$ cat src/rtl/if_id_stage.sv
// IF/ID pipeline register with early JAL redirect and FENCE.I drain hold.
// Optional BRANCH_PREDICT_EN: backward conditional branches also early-redirect.
module if_id_stage #(
  parameter int unsigned FENCE_DRAIN = 3,
  parameter logic [31:0] NOP_INSTR   = 32'h00000013
) (
  input  logic        clk,
  input  logic        rst,
  input  logic [31:0] IF_PC,
  input  logic [31:0] IF_instr,
  input  logic        stall,
  input  logic        flush,
  output logic [31:0] ID_PC,
  output logic [31:0] ID_instr,
  output logic        ID_valid,
  output logic        ID_predicted,
  output logic [31:0] PC_Jump,
  output logic        jump_taken,
  output logic        fence
);

  typedef enum logic {RUN, FENCE_WAIT} state_t;

  state_t      r_state, w_state_nxt;
  logic [3:0]  r_cnt, w_cnt_nxt;
  logic [31:0] r_pc, w_pc_nxt;
  logic [31:0] r_instr, w_instr_nxt;
  logic        r_valid, w_valid_nxt;
  logic        r_pred, w_pred_nxt;

  logic        w_fence_hit;
  logic        w_early_hit;
  logic [31:0] w_imm;
  logic [31:0] w_j_imm;
  logic        w_is_jal;

  assign w_is_jal    = (r_instr[6:0] == 7'b1101111);
  assign w_j_imm     = {{12{r_instr[31]}}, r_instr[19:12], r_instr[20], r_instr[30:21], 1'b0};
  assign w_fence_hit = r_valid && (r_instr == 32'h0000100F);

`ifdef BRANCH_PREDICT_EN
  logic        w_is_bwd_br;
  logic [31:0] w_b_imm;
  assign w_b_imm     = {{20{r_instr[31]}}, r_instr[7], r_instr[30:25], r_instr[11:8], 1'b0};
  // Negative B-imm is exactly instr[31] set: predict backward branches taken.
  assign w_is_bwd_br = (r_instr[6:0] == 7'b1100011) && r_instr[31];
  assign w_early_hit = w_is_jal || w_is_bwd_br;
  assign w_imm       = w_is_jal ? w_j_imm : w_b_imm;
`else
  assign w_early_hit = w_is_jal;
  assign w_imm       = w_j_imm;
`endif

  assign jump_taken   = (r_state == RUN) && r_valid && !w_fence_hit && w_early_hit;
  assign PC_Jump      = jump_taken ? w_imm : '0;
  assign fence        = (r_state == FENCE_WAIT) || ((r_state == RUN) && w_fence_hit);
  assign ID_PC        = r_pc;
  assign ID_instr     = r_instr;
  assign ID_valid     = r_valid;
  assign ID_predicted = r_pred;

  always_comb begin
    w_state_nxt = r_state;
    w_cnt_nxt   = r_cnt;
    w_pc_nxt    = r_pc;
    w_instr_nxt = r_instr;
    w_valid_nxt = r_valid;
    w_pred_nxt  = r_pred;
    if (flush) begin
      w_instr_nxt = NOP_INSTR;
      w_valid_nxt = 1'b0;
      w_pred_nxt  = 1'b0;
      w_state_nxt = RUN;
      w_cnt_nxt   = '0;
    end else if (!stall) begin
      case (r_state)
        RUN: begin
          if (w_fence_hit) begin
            w_instr_nxt = NOP_INSTR;
            w_valid_nxt = 1'b0;
            w_pred_nxt  = 1'b0;
            w_state_nxt = FENCE_WAIT;
            w_cnt_nxt   = 4'(FENCE_DRAIN);
          end else if (jump_taken) begin
            // Bubble the wrong-path word; the pulse travels with the jump into EX.
            w_instr_nxt = NOP_INSTR;
            w_valid_nxt = 1'b0;
            w_pred_nxt  = 1'b1;
          end else begin
            w_pc_nxt    = IF_PC;
            w_instr_nxt = IF_instr;
            w_valid_nxt = 1'b1;
            w_pred_nxt  = 1'b0;
          end
        end
        FENCE_WAIT: begin
          w_instr_nxt = NOP_INSTR;
          w_valid_nxt = 1'b0;
          w_pred_nxt  = 1'b0;
          w_cnt_nxt   = r_cnt - 4'd1;
          if (r_cnt == 4'd1) w_state_nxt = RUN;
        end
        default: begin
          w_state_nxt = RUN;
          w_cnt_nxt   = '0;
        end
      endcase
    end
  end

  always_ff @(posedge clk or posedge rst) begin
    if (rst) begin
      r_state <= RUN;
      r_cnt   <= '0;
      r_pc    <= '0;
      r_instr <= NOP_INSTR;
      r_valid <= 1'b0;
      r_pred  <= 1'b0;
    end else begin
      r_state <= w_state_nxt;
      r_cnt   <= w_cnt_nxt;
      r_pc    <= w_pc_nxt;
      r_instr <= w_instr_nxt;
      r_valid <= w_valid_nxt;
      r_pred  <= w_pred_nxt;
    end
  end

endmodule

$ cat config.mk
export PLATFORM = sky130hd
export DESIGN_NAME = if_id_stage
export DESIGN_NICKNAME = d
export VERILOG_FILES = /design/src/rtl/if_id_stage.sv
export SDC_FILE = /design/constraint.sdc
export NUM_CORES = 1
export LEC_CHECK = 0
export CAP_MARGIN = 20
export CORE_AREA = 2 2 65 128
export CTS_BUF_LIST = sky130_fd_sc_hd__clkbuf_16
export CTS_CLUSTER_DIAMETER = 60
export DETAILED_ROUTE_END_ITERATION = 16
export DIE_AREA = 0 0 67 130
export PLACE_DENSITY = 0.83
export SYNTH_ARGS = -nofsm -noshare
export SYNTH_HDL_FRONTEND = slang
export SYNTH_SLANG_ARGS = --single-unit
export TNS_END_PERCENT = 5
$ cat constraint.sdc
create_clock -name clk -period 3.41 [get_ports clk]
set_input_delay 0.682 -clock clk [delete_from_list [all_inputs] [get_ports clk]]
set_output_delay 0.682 -clock clk [all_outputs]
set_load 0.03 [all_outputs]
* Word level (Yosys, flattened, before mapping)
Index checks and enable logic that the tools add are counted.
Word-level totals: word-level logic and storage cells 51, register bits 71, bits of input ports 68
Cells by class: reduce and logical (&&, ||, !) cells 9, equal/unequal tests 5, $add $sub $neg 1, mux-type cells 25, bitwise logic cells 5
Operator list (number):
- $mux W32 | 5
- $pmux W32 S2 | 1
- $eq A32 B13 Y1 const B | 1
- $mux W1 | 12
- $mux W4 | 3
- $pmux W4 S2 | 1
- $eq A7 B7 Y1 const B | 1
- $pmux W1 S2 | 3
- $logic_and A1 B1 Y1 | 5
- $not A1 Y1 | 5
- $reduce_and A5 Y1 | 1
- $eq A4 B1 Y1 const B | 1
- $sub A4 B1 Y4 const B | 1
- $ne A3 B3 Y1 const B | 1
- $ne A2 B1 Y1 const B | 1
- $reduce_and A2 Y1 | 1
- $logic_not A1 Y1 | 1
- $logic_or A1 B1 Y1 | 1

* Longest topological paths before layout
depth in word-level cells 10, depth in mapped cells 7, gate-level depth less buffers 7

* Worst setup path after synthesis
No wires, ideal clock.
path kind register to output, from register r_instr[1], in the netlist ID_instr[1], to output port PC_Jump[11], data required time 2.728 ns, cell stages (with the launch flop) 5, arrival 2.026 ns, path buffers 1, path slack 0.702 ns, cells stage by stage dfstp_2 > nand4_1 > nor4_1 > clkbuf_1 > and2_1
On the way: word-level cells in the longest chain between the ends 6, elaborated cells on any way between the ends 7
Ends and longest elaborated chain:
- from (decl) | line 27 | logic [31:0] r_instr, w_instr_nxt;
- from (signal assigned) | line 123 | r_instr <= w_instr_nxt;
- $eq A32 B13 Y1 | line 39 | assign w_fence_hit = r_valid && (r_instr == 32'h0000100F);
- $logic_and A1 B1 Y1 | line 39
- $logic_not A1 Y1 | line 54 | assign jump_taken = (r_state == RUN) && r_valid && !w_fence_hit && w_early_hit;
- $logic_and A1 B1 Y1 | line 54
- $logic_and A1 B1 Y1 * | line 54
- named net jump_taken | line 18 | output logic jump_taken,
- $mux W32 * | line 55 | assign PC_Jump = jump_taken ? w_imm : '0;
- to (decl) | line 17 | output logic [31:0] PC_Jump,
Mark *: on every way through the listed nets, which the timed path passes. The rest lies on a longest branch.

* Worst setup path in the final report
from register r_instr[1], in the netlist ID_instr[1], to output port PC_Jump[8]
On the way: word-level cells in the longest chain between the ends 6, elaborated cells on any way between the ends 7
Ends and longest elaborated chain (line):
- $eq A32 B13 Y1 | 39
- $logic_and A1 B1 Y1 | 39
- $logic_not A1 Y1 | 54
- $logic_and A1 B1 Y1 | 54
- $logic_and A1 B1 Y1 * | 54
- $mux W32 * | 55
Every way passes the cells marked *; elsewhere a longest branch is shown, timed or not.

==> reports/results.ini <==
[die]
die-area_um2 = 8710
io_pins = 168
rows = 46
die_w_um = 67
dieHeight_um = 130
fp.coreArea_um2 = 7830
start_util_pct = 40.0

[timing]
rsz0062_at_grt = no
finalSetupTns_ps = 0
slew_violations = 0
finalHoldViolCount = 0
period_minus_slack_ps = 3270
fmax_ghz = 0.306
hold-worst-slack_ps = 511
finalCritPeriodShare_pct = 95.8
maxSlewHeadroom_pct = 63.9
worstMarginPinSlew_ps = 540
finClkSkew_ps = 3.44
setup_viol = 0

[grt]
grt_pass1_wl_um = 13200
grt_max_degree = 50
overflow = 0
grt_pass1_vias = 2604
grt_usage_pct = 20.3
antenna_found_initial = 0

[drt]
wl_per_cell_um = 17.1
drc_errors = 0
first_iter_violations = 80
routed_wl_um = 8480
ant_nets = 0
routed_via_density = 5.10
drtPass1Iterations = 4
num_vias = 2526

[setup_path]
worst_setup_path_start_kind = flop
r2r_cells = 7
r2r-start = ID_instr[12]
crit_type = reg2out
worstPathArrival_ps = 2580
reg2reg_to = ID_PC[8]
reg2reg_slack_ps = 1160
path_max_fanout = 21
end_kind = primary output
worst-endpoint-required_ps = 2730

[clock_tree]
htree_levels = 3
cts_tree = done
postCtsHoldBufs = 0
cts_resized = 0
cts.clk_slew.worst_paths_ps = 50
cts_buffer_depth = 2
postCtsSetupBuffers = 0
cts_root_buf = clkbuf_16
cts_buffers = 9
cts.sinks = 71
insertion_delay_ps = 320

[hold_path]
holdPathStages = 1
worstHoldEndpoint = ID_PC[5]
min-delay-path-class = reg2reg
worstHoldStart = ID_PC[5]

[final_layout]
final_area_um2 = 5130
post-route-util_pct = 65.5
fill_cells = 580
area.growth.synth_to_final_pct = 63.7
final_common_cell = clkdlybuf4s50_1
drive_above_1_share_pct = 18.3
nNetsFinal = 465
final_cell_mix = clkdlybuf4s50_1, dfrtp_1, a22o_1, and2_1, mux2_4
n_antenna_cell = 0

[yosys]
synth_nets = 309
synth_cells = 239
yosysWarnings = 0
synth_top_area_share_pct = 54.3
ys_seq_area_share_pct = 56.9
syn-cell-area_um2 = 3130
synth_cell_types = 35
avgSynthCellArea_um2 = 13.1
synthTopCellsByArea = dfrtp_1, a22o_1, mux2_4
synth-seq-cells = 71
synth_area_leader_cell = dfrtp_1

[place]
port_buffers = 166
place_area_um2 = 4790
hpwlAfterDp_um = 6400
place_congestion = 0.757

[job]
drv_cap = 0

[pwr]
power_density_nw_per_um2 = 487
p_leak_nw = 2.31
peakVddDrop_uv = 314

[status]
outcome = completed

[worst max-delay path by stage]
| stage | start | cells past startpoint | slack, ps | end |
|---|---|---|---|---|
| after global placement | ID_instr[18] | 7 | 510 | PC_Jump[6] |
| after CTS | ID_instr[13] | 7 | 70 | PC_Jump[17] |
| after global routing | ID_instr[18] | 7 | 3 | PC_Jump[3] |
| final | ID_instr[1] | 5 | 140 | PC_Jump[8] |
| after floorplan | ID_instr[1] | 4 | 700 | PC_Jump[11] |
| after detailed placement | ID_instr[17] | 7 | 440 | PC_Jump[17] |
[cells by family (layout without fill, tap and decap cells)]
| logic type | after synthesis | after routing | share of synthesized area, % |
|---|---|---|---|
| buf+inv | 35 | 195 | 6.51 |
| other cells | 1 | 1 | 0.120 |
| fa+ha+maj | 2 | 2 | 0.799 |
| flops | 71 | 71 | 56.9 |
| compound gates | 42 | 42 | 10.8 |
| simple gates | 54 | 54 | 10.7 |
| xor+xnor | 1 | 1 | 0.280 |
| mux | 33 | 33 | 13.9 |
[layout make-up]
cell class	count	area (µm²)	area share, %
sequential	71	1780	34.7
timing repair buffer	172	1710	33.4
multi-input combinational	133	1180	23.0
clock buffer	9	225	4.39
tap	96	120	2.34
clock inverter	6	76.3	1.49
inverter	8	30.0	0.586
[worst max-delay path, stage by stage, from the launching register on]
cell and delay [ps]:
dfstp_2 550, nand4_1 280, nor4_2 360, buf_4 260
and2_1 140, clkdlybuf4s50_1 670
[routing by layer]
layer	track usage, %	share of wire, %
met1	24.7	39
met2	33.0	48
met3	6.72	11
met4	7.92	1.5
met5	0	0
[per-stage QoR]
stage | worst slack [ps] | power [mW] | cells
after detailed placement | 441 | 1.57 | 480
after global routing | 3.08 | 2.60 | 495
final | 145 | 2.50 | 495
after floorplan | 702 | 1.28 | 239
after CTS | 69.5 | 2.53 | 495
after global placement | 509 | 1.55 | 480
[power breakdown]
| part | internal [mW] | switching, mW | total [mW] |
|---|---|---|---|
| Sequential | 0.924 | 0.0599 | 0.984 |
| Combinational | 0.291 | 0.279 | 0.570 |
| Clock | 0.626 | 0.319 | 0.945 |
| Total | 1.84 | 0.657 | 2.50 |
[Yosys cell counts, drive strengths merged]
library cell	instances
and2	20
ha	2
dfstp	3
a22o	31
nand2	2
dfrtp	68
o21ai	2
a21oi	4
nand4b	1
nor3b	1
nor2b	2
nor2	8
mux2i	1
a211oi	1
o21bai	1
nor3	3
nand4	2
nor4b	2
and3	1
inv	8
buf	19
a31oi	1
nand2b	3
a21o	1
conb	1
nor4	8
clkbuf	8
nand3	1
xnor2	1
a221oi	1
mux2	32
[flip-flops by register name, indices dropped and copies added, names as in the netlist]
signal / count
ID_predicted: 1
r_cnt: 4
r_state: 1
ID_valid: 1
ID_PC: 32
ID_instr: 32
Note: power is estimated with default switching activity, not from simulation.
